==> src/rtl/fb_pkg.sv <==
// fb_pkg: shared widths, depth and encodings for the framebuffer port arbiter
package fb_pkg;
  localparam int ADDR_W = 19;
  localparam int DATA_W = 8;
  localparam int FB_DEPTH = 307200;
  typedef enum logic [1:0] {IDLE = 2'd0, FILL = 2'd1, DONE = 2'd2} fill_state_e;
  typedef enum logic [1:0] {GNT_NONE, GNT_VGA, GNT_CPU, GNT_FILL} gnt_e;
endpackage

==> src/rtl/fb_fill_engine.sv <==
// fb_fill_engine: clear-screen engine writing one colour to addresses 0..DEPTH-1 when granted
module fb_fill_engine
  import fb_pkg::*;
#(
  parameter int AW = ADDR_W,
  parameter int DW = DATA_W,
  parameter int DEPTH = FB_DEPTH
) (
  input  logic          clock,
  input  logic          reset,
  input  logic          fill_start_i,
  input  logic [DW-1:0] fill_color_i,
  input  logic          grant_i,
  output logic          req_o,
  output logic [AW-1:0] addr_o,
  output logic [DW-1:0] data_o,
  output logic          busy_o,
  output logic          done_o
);
  localparam logic [AW-1:0] LAST = AW'(DEPTH - 1);
  fill_state_e state_q, state_d;
  logic [AW-1:0] cnt_q, cnt_d;
  logic [DW-1:0] col_q, col_d;
  always_ff @(posedge clock or posedge reset) begin
    if (reset) begin
      state_q <= IDLE;
      cnt_q <= '0;
      col_q <= '0;
    end else begin
      state_q <= state_d;
      cnt_q <= cnt_d;
      col_q <= col_d;
    end
  end
  // a start pulse is only honoured from IDLE, so the colour cannot be re-latched mid-fill
  always_comb begin
    state_d = state_q;
    cnt_d = cnt_q;
    col_d = col_q;
    case (state_q)
      IDLE: if (fill_start_i) begin
        state_d = FILL;
        cnt_d = '0;
        col_d = fill_color_i;
      end
      FILL: if (grant_i) begin
        cnt_d = cnt_q + 1'b1;
        state_d = (cnt_q == LAST) ? DONE : FILL;
      end
      default: state_d = IDLE;
    endcase
  end
  assign req_o = state_q == FILL;
  assign busy_o = req_o;
  assign done_o = state_q == DONE;
  assign addr_o = cnt_q;
  assign data_o = col_q;
endmodule

==> src/rtl/fb_port_arbiter.sv <==
// fb_port_arbiter: single framebuffer port shared by VGA reads (fixed priority), CPU writes and fill.
// Optional FB_STATS_EN builds a saturating CPU stall counter; otherwise cpu_stall_cnt is 0.
module fb_port_arbiter #(
  parameter int ADDR_W = fb_pkg::ADDR_W,
  parameter int DATA_W = fb_pkg::DATA_W,
  parameter int FB_DEPTH = fb_pkg::FB_DEPTH
) (
  input  logic              clock,
  input  logic              reset,
  input  logic              vga_req,
  input  logic [ADDR_W-1:0] vga_addr,
  output logic [DATA_W-1:0] vga_rdata,
  output logic              vga_rvalid,
  input  logic              cpu_wr_valid,
  input  logic [ADDR_W-1:0] cpu_wr_addr,
  input  logic [DATA_W-1:0] cpu_wr_data,
  output logic              cpu_wr_ready,
  input  logic              fill_start,
  input  logic [DATA_W-1:0] fill_color,
  output logic              fill_busy,
  output logic              fill_done,
  output logic [15:0]       cpu_stall_cnt,
  output logic [ADDR_W-1:0] mem_addr,
  output logic [DATA_W-1:0] mem_wdata,
  output logic              mem_we,
  input  logic [DATA_W-1:0] mem_rdata
);
  import fb_pkg::*;
  gnt_e gnt;
  logic rr_q, rr_d;
  logic vga_rvalid_q;
  logic fill_req, fill_gnt, contend;
  logic [ADDR_W-1:0] fill_addr;
  logic [DATA_W-1:0] fill_data;
  fb_fill_engine #(.AW(ADDR_W), .DW(DATA_W), .DEPTH(FB_DEPTH)) u_fill (
    .clock(clock),
    .reset(reset),
    .fill_start_i(fill_start),
    .fill_color_i(fill_color),
    .grant_i(fill_gnt),
    .req_o(fill_req),
    .addr_o(fill_addr),
    .data_o(fill_data),
    .busy_o(fill_busy),
    .done_o(fill_done)
  );
  // rr_q=0 favours the CPU on the next contention, rr_q=1 favours the fill engine
  always_comb begin
    contend = !vga_req && cpu_wr_valid && fill_req;
    gnt = vga_req ? GNT_VGA : contend ? (rr_q ? GNT_FILL : GNT_CPU) :
          cpu_wr_valid ? GNT_CPU : fill_req ? GNT_FILL : GNT_NONE;
    rr_d = contend ? (gnt == GNT_CPU) : rr_q;
  end
  assign cpu_wr_ready = gnt == GNT_CPU;
  assign fill_gnt = gnt == GNT_FILL;
  assign mem_addr = cpu_wr_ready ? cpu_wr_addr : fill_gnt ? fill_addr : vga_addr;
  assign mem_wdata = fill_gnt ? fill_data : cpu_wr_data;
  assign mem_we = (cpu_wr_ready && ({1'b0, cpu_wr_addr} < (ADDR_W + 1)'(FB_DEPTH))) || fill_gnt;
  assign vga_rdata = mem_rdata;
  assign vga_rvalid = vga_rvalid_q;
  always_ff @(posedge clock or posedge reset) begin
    if (reset) begin
      rr_q <= 1'b0;
      vga_rvalid_q <= 1'b0;
    end else begin
      rr_q <= rr_d;
      vga_rvalid_q <= vga_req;
    end
  end
`ifdef FB_STATS_EN
  logic [15:0] stall_q, stall_d;
  assign stall_d = (cpu_wr_valid && !cpu_wr_ready && stall_q != 16'hFFFF) ? stall_q + 16'd1 : stall_q;
  always_ff @(posedge clock or posedge reset) begin
    if (reset) stall_q <= '0;
    else stall_q <= stall_d;
  end
  assign cpu_stall_cnt = stall_q;
`else
  assign cpu_stall_cnt = '0;
`endif
endmodule

==> config.mk <==
export PLATFORM = sky130hd
export DESIGN_NAME = fb_port_arbiter
export DESIGN_NICKNAME = d
export VERILOG_FILES = /design/src/rtl/fb_pkg.sv /design/src/rtl/fb_fill_engine.sv /design/src/rtl/fb_port_arbiter.sv
export SDC_FILE = /design/constraint.sdc
export NUM_CORES = 1
export LEC_CHECK = 0
export CAP_MARGIN = 20
export CORE_ASPECT_RATIO = 0.5
export CORE_MARGIN = 2
export CORE_UTILIZATION = 35
export DETAILED_ROUTE_END_ITERATION = 8
export PLACE_DENSITY = 0.75
export RECOVER_POWER = 25
export SLEW_MARGIN = 5
export SYNTH_ARGS = -nofsm -noshare
export SYNTH_HDL_FRONTEND = slang
export SYNTH_SLANG_ARGS = --single-unit
==> constraint.sdc <==
create_clock -name clock -period 2.1 [get_ports clock]
set_clock_uncertainty 0.2 [all_clocks]
set_input_delay 0.315 -clock clock [delete_from_list [all_inputs] [get_ports clock]]
set_output_delay 0.315 -clock clock [all_outputs]
set_load 0.1 [all_outputs]
---- Word-level counts from Yosys, hierarchy flattened ----
Index checks and enable logic that the tools add are counted.
cells by class
  add/subtract/negate cells ............... 1
  magnitude comparators ................... 1
  equal/unequal tests ..................... 7
  muxes and demuxes ....................... 15
  reduce and logical (&&, ||, !) cells .... 10
operators with widths
  kind                   count
  $mux 19                4
  $pmux 19 s2            1
  $add 19x1->19 const B  1
  $eq 19x19->1 const B   1
  $lt 19x19->1 const B   1
  $mux 2                 7
  $mux 8                 1
  $eq 2x2->1 const B     3
  $pmux 2 s2             1
  $reduce_and 2->1       2
  $logic_and 1x1->1      3
  $reduce_and 3->1       1
  $eq 2x1->1 const B     1
  $logic_not 2->1        1
  $ne 2x1->1 const B     1
  $ne 2x2->1 const B     1
  $reduce_bool 2->1      1
  $logic_not 1->1        1
  $logic_or 1x1->1       1
  $mux 1                 1
storage, ports and cells
  flip-flop bits (word level) ............. 31
  bits of input ports ..................... 67
  output and inout port bits .............. 56
  word-level logic and storage cells ...... 39

---- Depth between registers and ports, before layout ----
Gate-level depths: netlist (run 1).
  word-level depth ........................ 8
  gate-level depth with buffers ........... 6
  depth with buffers taken out ............ 5

---- Modules after synthesis ----
A second synthesis (run 1) with hierarchy kept.
unflattened totals
  cell total of the unflattened synthesis .. 249
  area, all modules ....................... 2299.7 sq um
by module, submodules not included
  module           instances  cells each  area an instance (sq um)  sequential area each (sq um)
  fb_fill_engine   1          138         1433.9                    725.7
  fb_port_arbiter  1          111         865.8                     50.0

---- Least setup slack after synthesis (run 1) ----
No wires, ideal clock.
  path type ............................... reg2out
  start point ............................. reg u_fill.state_q[0]
  end point ............................... out mem_addr[10]
  arrival time ............................ 3.126 ns
  slack ................................... -1.541 ns
  cell stages (with the launch flop) ...... 7
  cells stage by stage .................... dfrtp_1 -> nand2b_1 -> inv_1 -> a21oi_1 -> clkbuf_1 -> a222oi_1 -> inv_1
RTL lines
  item                     RTL line               text
  from (decl)              fb_fill_engine.sv:21   fill_state_e state_q, state_d;
  from (signal assigned)   fb_fill_engine.sv:30   state_q <= state_d;
  $eq 2x1->1 (*)           fb_fill_engine.sv:53   assign req_o = state_q == FILL;
  net fill_busy            fb_port_arbiter.sv:20  output logic fill_busy,
  $mux 2 (2 in a row)      fb_port_arbiter.sv:51  cpu_wr_valid ? GNT_CPU : fill_req ? GNT_FILL : GNT_NONE;
  $mux 2 (*) (2 in a row)  fb_port_arbiter.sv:50  gnt = vga_req ? GNT_VGA : contend ? (rr_q ? GNT_FILL : GNT_CPU) :
  $eq 2x2->1 (*)           fb_port_arbiter.sv:54  assign cpu_wr_ready = gnt == GNT_CPU;
  net cpu_wr_ready         fb_port_arbiter.sv:17  output logic cpu_wr_ready,
  $mux 19 (*)              fb_port_arbiter.sv:56  assign mem_addr = cpu_wr_ready ? cpu_wr_addr : fill_gnt ? fill_addr : vga_addr;
  to (decl)                fb_port_arbiter.sv:23  output logic [ADDR_W-1:0] mem_addr,
Mark *: on every way through the listed nets, which the timed path passes. The rest lies on a longest branch.

---- Worst setup path in the final report (run 1) ----
  start point ............................. reg u_fill.state_q[1]
  end point ............................... out mem_addr[4]
on the way
  cells in the longest elaborated chain, start to end .. 8
ends and longest elaborated chain
  item                     RTL line               text
  $eq 2x1->1 (*)           fb_fill_engine.sv:53
  $mux 2 (2 in a row)      fb_port_arbiter.sv:51
  $mux 2 (*) (2 in a row)  fb_port_arbiter.sv:50
  $eq 2x2->1               fb_port_arbiter.sv:55  assign fill_gnt = gnt == GNT_FILL;
  $mux 19                  fb_port_arbiter.sv:56
  $mux 19 (*)              fb_port_arbiter.sv:56
Mark *: on every way between the ends. The rest lies on a longest branch, timed or not.

==> flow_summary.rst, run 1 <==
.. list-table::
   :header-rows: 1

   * - Metric
     - Value
   * - # setup viols final
     - 29
   * - Clock latency of the later-clocked register in the worst-skew pair
     - 0.28 ns
   * - Fraction of registers with async set/reset
     - 1.00
   * - Slowest CP cell
     - sky130_fd_sc_hd__dfrtp_1
   * - Area of the mapped netlist
     - 0.00216 mm²
   * - Core box area
     - 0.00601 mm²
   * - Leakage power of the design
     - 1.69 nW
   * - Worst hold-check path type
     - input port to flip-flop
   * - Area leader, netlist
     - sky130_fd_sc_hd__dfrtp_1
   * - Number of antenna diodes
     - 0
   * - Minimum clock period after layout
     - 2.34 ns
   * - DRC violation total after the first TritonRoute iteration
     - 325
   * - Placement Setup Slack
     - -0.405 ns
   * - Actual transition at the worst max-transition pin
     - 0.804 ns
   * - CTS Sinks
     - 31
   * - Antenna violations before repair
     - 0
   * - Clock transition at the registers of the reported paths
     - 0.05 ns
   * - Top-Level Pins
     - 123
   * - Post-detailed-routing wire length
     - 7.11 mm
   * - Remaining global-route overflow
     - 0
   * - Post-synth top flop
     - sky130_fd_sc_hd__dfrtp_1
   * - Critical path peak fanout
     - 19
   * - Crit start category
     - flip-flop
   * - Highest clock rate
     - 0.428 GHz
   * - Synth-to-layout area growth
     - 77.2%
   * - Final ANT Viol Nets
     - 0
   * - Failing checks
     - negative setup slack
   * - Synth Instances
     - 252
   * - Outcome
     - finished, violations left
   * - Crit path setup slack, layout
     - -0.237 ns
   * - DR pass1 iterations
     - 8
   * - H-tree depth reported by CTS
     - 2
   * - Average vias per placed instance
     - 5.55
   * - Via Count
     - 2424
   * - Chip height
     - 59.6 µm
   * - Floorplan row count
     - 20
   * - All-Layer GR Usage
     - 0.214
   * - Final worst hold slack
     - 0.218 ns
   * - Top-count cell post-synth
     - sky130_fd_sc_hd__dfrtp_1
   * - Max cap viols
     - 0
   * - Global-route wire length before repair
     - 11.5 mm
   * - Fraction of post-synthesis cell area in the top cell type by area
     - 0.359
   * - Worst Path Class, Setup
     - flip-flop to primary output
   * - Mean Syn Cell Area
     - 8.57 µm²
   * - Main area contributors after synthesis
     - sky130_fd_sc_hd__dfrtp_1, sky130_fd_sc_hd__a222oi_1, sky130_fd_sc_hd__buf_4
   * - Fraction of layout cells with a size suffix above 1
     - 0.319
   * - Number of flops mapped to enable cells by yosys
     - 0
   * - Biggest cell delay along the critical path
     - 0.38 ns
   * - Drt wl/cell
     - 16.3 µm
   * - Full die area
     - 0.00686 mm²
   * - Power density over cell area
     - 1190 mW/mm²
   * - Number of flip-flops and latches in the synthesized netlist
     - 31
   * - RSZ-0062 raised after global routing
     - true
   * - Final hold viol count
     - 0
   * - Number of buffers inserted during clock tree synthesis
     - 5
   * - CTS Root Cell
     - sky130_fd_sc_hd__clkbuf_16
   * - VDD IR max
     - 483 µV
   * - Fin crit share
     - 1.11
   * - Post-DP HPWL
     - 5.08 mm
   * - Initial core utilization
     - 0.360
   * - Number of nets in the finished design
     - 427
   * - Die boundary width
     - 115 µm
   * - Weighted congestion at the end of routability-driven global placement
     - 0.863
   * - Final max-slew violation count
     - 0
   * - Number of distinct library cells after synthesis
     - 37
   * - Cell repeated most along the worst path
     - sky130_fd_sc_hd__buf_12
   * - Final core area utilization
     - 0.638
   * - Setup TNS Final
     - -5.85 ns
   * - Most frequent cells after synthesis
     - sky130_fd_sc_hd__dfrtp_1, sky130_fd_sc_hd__nand2_1, sky130_fd_sc_hd__buf_4, sky130_fd_sc_hd__inv_1, sky130_fd_sc_hd__a222oi_1
   * - Data arrival time of the critical path
     - 1.82 ns
   * - Critical Path End Type
     - primary output
   * - Cell breakdown of the critical path
     - nand2b_4 > clkinvlp_4 > o21bai_4 > buf_12 > a222oi_1 > inv_2 > buf_12
   * - CP Data Required Time
     - 1.58 ns
   * - Final routed DRC violation total
     - 0
   * - Maximum buffer depth of the clock tree
     - 2
   * - TritonCTS clock tree
     - done
   * - IO Port Bufs
     - 90
   * - Register area share after synthesis
     - 0.359
   * - Via count of the first global-routing pass
     - 2378
   * - Max-slew headroom
     - 0.464
   * - Largest net degree at the start of global routing
     - 34
   * - Synthesis Warnings
     - 0
==> metal layers <==
metal / up-vias / wire, µm / track usage / share of wire
li1: 1116 / - / - / -
met5: - / 0 / 0 / 0
met2: 130 / 3420 / 0.369 / 0.48
met4: 0 / 95 / 0.0757 / 0.013
met1: 1168 / 3080 / 0.272 / 0.43
met3: 10 / 515 / 0.0409 / 0.072
==> power by group <==
group | leakage, nW | switching (mW) | internal (mW)
clock network | 0.0733 | 0.261 | 0.432
registers | 0.410 | 0.0751 | 0.718
logic | 1.21 | 1.91 | 1.16
total | 1.69 | 2.24 | 2.31
==> state kept, by name, indices dropped and copies added, names as in the netlist <==
register,cells
u_fill.addr_o,19
rr_q,1
u_fill.data_o,8
vga_rvalid,1
u_fill.state_q,2
==> layout make-up <==
class	instances	area (µm²)
clock buffers	5	125
clock inverters	3	15.0
fillers	470	2180
well taps	77	96.3
repair buffers	124	1510
inverters	25	97.6
multi-input cells	172	1200
flip-flops and latches	31	776
==> critical path: cells and delay by family (launching register included) <==
family | cells | cell delay (ns)
AO/OA/AOI/OAI | 2 | 0.44
buffers and inverters | 4 | 0.54
flip-flops | 1 | 0.38
AND/OR/NAND/NOR | 1 | 0.17
==> cells in the final DEF, fill, tap and decap left out, types with 2 or more instances in the layout <==
cell type	Yosys	final
sky130_fd_sc_hd__dfrtp_1	31	31
sky130_fd_sc_hd__o21ai_0	4	4
sky130_fd_sc_hd__a21oi_1	18	16
sky130_fd_sc_hd__inv_2	1	20
sky130_fd_sc_hd__and4_1	2	2
sky130_fd_sc_hd__and2_1	2	2
sky130_fd_sc_hd__buf_4	24	23
sky130_fd_sc_hd__nand4_1	6	6
sky130_fd_sc_hd__clkinv_2	0	3
sky130_fd_sc_hd__inv_1	24	4
sky130_fd_sc_hd__nand2_1	29	29
sky130_fd_sc_hd__conb_1	1	16
sky130_fd_sc_hd__buf_12	0	34
sky130_fd_sc_hd__buf_6	0	6
sky130_fd_sc_hd__or4_1	15	15
sky130_fd_sc_hd__nor2b_4	0	2
sky130_fd_sc_hd__o31ai_1	16	16
sky130_fd_sc_hd__mux2_4	0	8
sky130_fd_sc_hd__dlygate4sd2_1	0	2
sky130_fd_sc_hd__nor2_1	3	3
sky130_fd_sc_hd__clkdlybuf4s50_1	0	55
sky130_fd_sc_hd__a222oi_1	19	19
sky130_fd_sc_hd__nand3_1	9	8
sky130_fd_sc_hd__nand2b_1	4	3
sky130_fd_sc_hd__and3_1	3	3
sky130_fd_sc_hd__buf_2	3	2
sky130_fd_sc_hd__clkbuf_16	0	5
sky130_fd_sc_hd__nor2b_1	4	2
==> through the flow <==
step	power [mW]	instance area [µm²]	std cells
after floorplan	2.73	2310	267
after global placement	3.69	3550	421
after detailed placement	3.73	3550	421
after CTS	4.55	3810	436
after global routing	4.74	3830	437
final	4.56	3830	437
==> repair_timing <==
action	in CTS	in global routing
endpoints found under the hold margin	0	0
setup buffers	5	1
gates cloned	2	0
resized for setup	15	3
hold buffers	0	0
endpoints found under the setup margin	43	40
pin swaps	10	9
==> worst paths after layout <==
check	from	end	slack, ns	depth (start not counted)
max	u_fill.state_q[1]	mem_addr[4]	-0.24	7
min	vga_req	vga_rvalid	0.22	1
max reg2reg	u_fill.state_q[0]	u_fill.addr_o[16]	0.03	6
min reg2reg	u_fill.data_o[6]	u_fill.data_o[6]	0.28	2
max in group asynchronous	reset	u_fill.addr_o[3]	0.67	3
min in group asynchronous	reset	u_fill.data_o[6]	0.51	3
==> cell families (layout without fill, tap and decap cells) <==
kind of cell,after synthesis,count (layout),synth area share
XOR/XNOR,1,1,0.00405
multiplexers,10,10,0.0515
flip-flops,31,31,0.359
other,1,16,0.00174
AO/OA/AOI/OAI,60,60,0.207
adder cells (fa/ha/maj),1,1,0.00579
AND/OR/NAND/NOR,84,84,0.215
buffers and inverters,64,157,0.155
(Power assumes the default switching activity.)
==> run 2, diff against run 1 <==
--- a/config.mk
+++ b/config.mk
@@ -10,6 +10,7 @@
 export CORE_MARGIN = 2
 export CORE_UTILIZATION = 35
 export DETAILED_ROUTE_END_ITERATION = 8
+export HOLD_SLACK_MARGIN = 0.15
 export PLACE_DENSITY = 0.75
 export RECOVER_POWER = 25
 export SLEW_MARGIN = 5
==> results of run 2 <==
Same layout as run 1: the final DEF is identical, and so are final timing and power.
==> run 3, diff against run 2 <==
--- a/config.mk
+++ b/config.mk
@@ -5,10 +5,11 @@
 export SDC_FILE = /design/constraint.sdc
 export NUM_CORES = 1
 export LEC_CHECK = 0
-export CAP_MARGIN = 20
+export CAP_MARGIN = 5
 export CORE_ASPECT_RATIO = 0.5
 export CORE_MARGIN = 2
 export CORE_UTILIZATION = 35
+export CTS_CLUSTER_SIZE = 8
 export DETAILED_ROUTE_END_ITERATION = 8
 export HOLD_SLACK_MARGIN = 0.15
 export PLACE_DENSITY = 0.75
==> results of run 3 <==
Same layout as run 1: the final DEF is identical, and so are final timing and power.
